File: config.mk
export PLATFORM = sky130hd
export DESIGN_NAME = mem_arbiter
export DESIGN_NICKNAME = d
export VERILOG_FILES = /design/src/rtl/mem_arbiter.sv
export SDC_FILE = /design/constraint.sdc
export NUM_CORES = 1
export LEC_CHECK = 0
export ABC_AREA = 0
export CAP_MARGIN = 30
export CELL_PAD_IN_SITES_DETAIL_PLACEMENT = 0
export CELL_PAD_IN_SITES_GLOBAL_PLACEMENT = 1
export CORE_MARGIN = 5
export CORE_UTILIZATION = 29
export CTS_BUF_LIST = sky130_fd_sc_hd__clkbuf_4
export DETAILED_ROUTE_END_ITERATION = 7
export GPL_TIMING_DRIVEN = 0
export PLACE_DENSITY = 0.84
export SLEW_MARGIN = 20
export SYNTH_ARGS = -nofsm -noshare
export SYNTH_HDL_FRONTEND = slang
export SYNTH_SLANG_ARGS = --single-unit
File: constraint.sdc
create_clock -name CLOCK_50 -period 1.33 [get_ports CLOCK_50]
set_input_delay 0.1995 -clock CLOCK_50 [delete_from_list [all_inputs] [get_ports CLOCK_50]]
set_output_delay 0.1995 -clock CLOCK_50 [all_outputs]
set_load 0.01 [all_outputs]
File: src/rtl/mem_arbiter.sv
// mem_arbiter: shares the single-port program/data RAM between the CPU
// (port 0) and the loader/debug path (port 1). One transaction at a time,
// fixed access sequence IDLE -> ACCESS -> WAIT x MEM_LAT -> DONE, with
// round-robin resolution of simultaneous requests.
module mem_arbiter #(
   parameter int ADDR_W  = 8,
   parameter int DATA_W  = 8,
   parameter int MEM_LAT = 1
) (
   input  logic              CLOCK_50,
   input  logic              reset,

   input  logic              m0_req,
   input  logic              m0_we,
   input  logic [ADDR_W-1:0] m0_addr,
   input  logic [DATA_W-1:0] m0_wdata,
   output logic              m0_ack,
   output logic [DATA_W-1:0] m0_rdata,

   input  logic              m1_req,
   input  logic              m1_we,
   input  logic [ADDR_W-1:0] m1_addr,
   input  logic [DATA_W-1:0] m1_wdata,
   output logic              m1_ack,
   output logic [DATA_W-1:0] m1_rdata,

   output logic              mem_en,
   output logic              mem_we,
   output logic [ADDR_W-1:0] mem_addr,
   output logic [DATA_W-1:0] mem_wdata,
   input  logic [DATA_W-1:0] mem_rdata,

   output logic [1:0]        grant,
   output logic              busy
);

   typedef enum logic [1:0] {
      IDLE   = 2'd0,
      ACCESS = 2'd1,
      WAIT   = 2'd2,
      DONE   = 2'd3
   } state_t;

   // MEM_LAT is limited to 1..7, so three bits hold the whole wait count
   localparam logic [2:0] LAT_LOAD = 3'(MEM_LAT);

   state_t            state_reg;
   logic              last_served_reg;   // index of the port that completed last
   logic              winner_reg;        // index of the port owning the transaction
   logic              we_reg;            // latched direction of the transaction
   logic [2:0]        wait_cnt_reg;

   logic              pick_next;
   logic              sel_we;
   logic [ADDR_W-1:0] sel_addr;
   logic [DATA_W-1:0] sel_wdata;
   logic              rd_capture;

   // Arbitration: a lone request wins outright, a tie goes to the port
   // that was not served last so neither side can starve the other.
   always_comb begin
      pick_next = m1_req;
      if (m0_req && m1_req) begin
         pick_next = ~last_served_reg;
      end
      sel_we    = pick_next ? m1_we    : m0_we;
      sel_addr  = pick_next ? m1_addr  : m0_addr;
      sel_wdata = pick_next ? m1_wdata : m0_wdata;
   end

   // Read data is sampled on the last WAIT edge, when the RAM pipeline
   // presents the word addressed during ACCESS.
   assign rd_capture = (state_reg == WAIT) && (wait_cnt_reg == 3'd1) && !we_reg;

   // Access sequencer; every strobe is registered so it lines up with the
   // state it belongs to (mem_en is set on the edge that enters ACCESS).
   always_ff @(posedge CLOCK_50) begin
      if (reset) begin
         state_reg       <= IDLE;
         last_served_reg <= 1'b1;
         winner_reg      <= 1'b0;
         we_reg          <= 1'b0;
         wait_cnt_reg    <= 3'd0;
         grant           <= 2'b00;
         busy            <= 1'b0;
         mem_en          <= 1'b0;
         mem_we          <= 1'b0;
         mem_addr        <= '0;
         mem_wdata       <= '0;
         m0_ack          <= 1'b0;
         m1_ack          <= 1'b0;
      end else begin
         m0_ack <= 1'b0;
         m1_ack <= 1'b0;
         case (state_reg)
            IDLE: begin
               if (m0_req || m1_req) begin
                  winner_reg <= pick_next;
                  we_reg     <= sel_we;
                  mem_addr   <= sel_addr;
                  mem_wdata  <= sel_wdata;
                  mem_en     <= 1'b1;
                  mem_we     <= sel_we;
                  grant      <= pick_next ? 2'b10 : 2'b01;
                  busy       <= 1'b1;
                  state_reg  <= ACCESS;
               end
            end
            ACCESS: begin
               mem_en       <= 1'b0;
               mem_we       <= 1'b0;
               wait_cnt_reg <= LAT_LOAD;
               state_reg    <= WAIT;
            end
            WAIT: begin
               if (wait_cnt_reg == 3'd1) begin
                  m0_ack    <= ~winner_reg;
                  m1_ack    <= winner_reg;
                  state_reg <= DONE;
               end else begin
                  wait_cnt_reg <= wait_cnt_reg - 3'd1;
               end
            end
            DONE: begin
               last_served_reg <= winner_reg;
               grant           <= 2'b00;
               busy            <= 1'b0;
               state_reg       <= IDLE;
            end
            default: begin
               state_reg <= IDLE;
            end
         endcase
      end
   end

   // Per-port read data holding registers; only the owning port's copy
   // changes, and only on a read.
   for (genvar gi = 0; gi < 2; gi++) begin : g_port
      logic [DATA_W-1:0] rdata_reg;

      // Capture the RAM word for this port when its read completes.
      always_ff @(posedge CLOCK_50) begin
         if (reset) begin
            rdata_reg <= '0;
         end else if (rd_capture && (winner_reg == 1'(gi))) begin
            rdata_reg <= mem_rdata;
         end
      end
   end

   assign m0_rdata = g_port[0].rdata_reg;
   assign m1_rdata = g_port[1].rdata_reg;

endmodule

==> results of run 1 <==
logic make-up (layout without fill, tap and decap cells):
family          after synthesis  in the layout
simple gates                 67             67
buf+inv                      22            131
compound gates               70             70
flops                        47             47
fa+ha+maj                     6              6
mux                          19             19
what timing repair did:
action | 4_1_cts | 5_1_grt
setup buffers | 15 | 2
pin swaps | 14 | 9
gates cloned | 2 | 1
resized for setup | 67 | 22
endpoints found under the setup margin | 78 | 39
layout by cell type (no fill, tap or decap), types with 2 or more instances in the layout:
cell type / n
a21oi_2: 10
dfxtp_1: 44
a211oi_1: 2
nand2_1: 47
mux2i_1: 19
dfxtp_2: 2
inv_1: 2
a21oi_1: 27
bufinv_16: 2
clkbuf_1: 3
ha_4: 3
buf_4: 14
inv_2: 3
buf_6: 10
clkbuf_4: 5
o21ai_0: 15
ha_1: 3
o21a_1: 2
dlygate4sd2_1: 40
nor2_1: 6
nand3_1: 3
clkdlybuf4s50_1: 42
buf_2: 4
worst paths after layout:
path,start,to,slack (ns)
setup / recovery,state_reg[1],mem_addr[0],-0.02
hold / removal,reset,wait_cnt_reg[1],0.14
setup reg to reg,state_reg[1],mem_addr[0],-0.02
hold reg to reg,m1_rdata[1],m1_rdata[1],0.47
stage by stage:
| stage | hold WS (ns) | util, % |
|---|---|---|
| finish | 0.144 | 50.1 |
| global route | 0.140 | 50.1 |
| CTS | 0.0913 | 48.3 |
| detailed placement | 0.450 | 44.1 |
| global placement | 0.445 | 44.1 |
| floorplan | 0.334 | - |
critical path, delay by kind of cell, from the launching register on:
family | cells | cell delay [ns]
buffers and inverters | 4 | 0.46
DFF | 1 | 0.39
AOI/OAI and AO/OA | 3 | 0.28
adders and majority gates | 1 | 0.16
routing by layer:
metal  global-route usage (%)  vias up
li1                         -     1014
met1                     16.7      937
met2                     24.3       60
met3                     5.05        8
met4                     2.89        0
met5                        0        -
where the power goes:
group / internal [mW] / switching (mW) / total (mW)
combinational: 1.38 / 1.24 / 2.62
sequential: 1.71 / 0.183 / 1.89
clock: 0.585 / 0.487 / 1.07
total: 3.68 / 1.91 / 5.58
layout make-up:
type	count	area (µm²)	share of cell area [%]
multi-input cells	162	1140	33.4
repair buffers	102	970	28.3
flip-flops and latches	47	947	27.7
well taps	96	120	3.51
plain buffers	14	110	3.22
clock inverters	3	67.6	1.97
clock buffers	5	37.5	1.10
inverters	7	28.8	0.840
==> flow_summary_export.csv, run 1 <==
group,metric,value,unit
synthesis,synth_flop_cell,"dfxtp_1",
cts,cts_tree,"built",
finish,n_fill_cell,686,
cts,clk_pin_slew,0.13,ns
sta,grt_setup_unrepaired,"true",
floorplan,die-area,8860,µm²
finish,nets,391,
synthesis,synth_mux_area_share,9.26,%
global_route,first_global_vias,2091,
sta,fmax,739,MHz
sta,relSlewSlack,65.1,%
routing,drt-total-wl,6240,µm
cts,clock-sinks,47,
cts,cts_root_buf,"clkbuf_4",
sta,worst_pin_slew,0.523,ns
synthesis,ys_async_sr_fraction,0,%
sta,period_needed,1.35,ns
floorplan,chipWidth,94.1,µm
sta,setup_viol,4,
routing,top_layer,"met4",
floorplan,rows,30,
routing,vias,2019,
sta,hold_violations,0,
routing,via_per_inst,4.63,
routing,drt_pass1_iterations,4,
placement,place_ws,-0.359,ns
cts,cts_buffers,5,
setup_path,critPathMostFrequentCell,"buf_6",
setup_path,crit_chain,"inv_4, ha_4, buf_6, buf_6, o21ai_4, buf_6, a21oi_1, a21oi_1",
power_and_ir_drop,power,5.58,mW
routing,routed-wl-met3,419,µm
synthesis,synthXorXnorAreaFrac,0,%
setup_path,end_kind,"register",
floorplan,die-height,94.1,µm
cts,clockBufferDepth,2,
placement,place_area,3020,µm²
synthesis,synth_top_family_by_area,"compound AO/OA/AOI/OAI gates",
setup_path,cp-start-kind,"register",
finish,final_cells,436,
sta,drv_slew,0,
setup_path,critical_path_arrival,1.65,ns
finish,final_layout_size_suffix_gt1_share,21.5,%
synthesis,synth_top_area_cell,"dfxtp_1",
synthesis,synth_fa_ha_area_share,3.66,%
setup_path,crit_path_max_incr_delay,0.39,ns
synthesis,synth-edff-count,0,
floorplan,core,6830,µm²
sta,post-route-period-util,102,%
sta,fin_tns_setup,-0.0444,ns
routing,wl_per_cell,14.3,µm
run_status,violations,"setup timing",
finish,antenna_cells,0,
setup_path,crit_slowest_cell,"dfxtp_4",
cts,cts_hold_buf,0,
placement,dp.cells,409,
synthesis,synth_compound_area_share,20.0,%
setup_path,critical_path.max_fanout,8,
synthesis,yosysSeqAreaShare,45.8,%
setup_path,crit_type,"register to register",
run_status,outcome,"finished, violations left",
synthesis,synth_common_cells,"dfxtp_1 (47), nand2_1 (47), a21oi_1 (37)",
power_and_ir_drop,power.density,1630,nW/µm²
sta,clock_skew,0.0176,ns
sta,worst_slack,-0.0231,ns
floorplan,initial_core_util,30.1,%
cts,cts.htree.levels,2,
synthesis,syn_area_per_cell,8.89,µm²
placement,portBuffers,82,
placement,place_congestion,0.785,
global_route,grt_pass1_wl,10000,µm
power_and_ir_drop,ir_worst_vdd,0.840,mV
setup_path,r2r_cells,8,
routing,drtIter0Drc,49,
routing,wl_met1,2720,µm
synthesis,postSynthCellCount,231,
routing,route.met2.wl,3050,µm
synthesis,ys.warnings.count,0,
finish,stdcell_area,3420,µm²
routing,drc,0,
synthesis,ys_ff_latch,47,
synthesis,syn_area,2050,µm²
synthesis,syn-num-nets,283,
synthesis,yosys.area_share.simple,15.6,%
synthesis,synth_cell_types,36,
hold_path,min_path_type,"input port to register",
job,drv_cap,0,
hold_path,hold_depth,2,
cts,worstSkewPairLatency,0.37,ns
synthesis,synth_top_area_share,45.8,%
placement,place_hpwl,4270,µm
global_route,antenna_found_initial,0,
routing,antenna_left,0,
global_route,grt_overflow,0,
power_and_ir_drop,p_leak,1.54,nW
global_route,grt_max_degree,16,
global_route,grtUsageTotal,14.1,%
finish,syn_to_final_growth,66.8,%
synthesis,synthTopCellsByArea,"dfxtp_1 (46%), mux2i_1 (9.3%), a21oi_1 (9.0%), nand2_1 (8.6%), o21ai_0 (4.1%)",
floorplan,pin_count,85,
setup_path,crit_required,1.63,ns
Power figures use the tool's default switching activity.
==> inputs of run 2 (changes only) <==
- CTS_CLUSTER_DIAMETER: not set -> 40
==> results of run 2 <==
Final layout, timing and power as in run 1 (identical DEF).
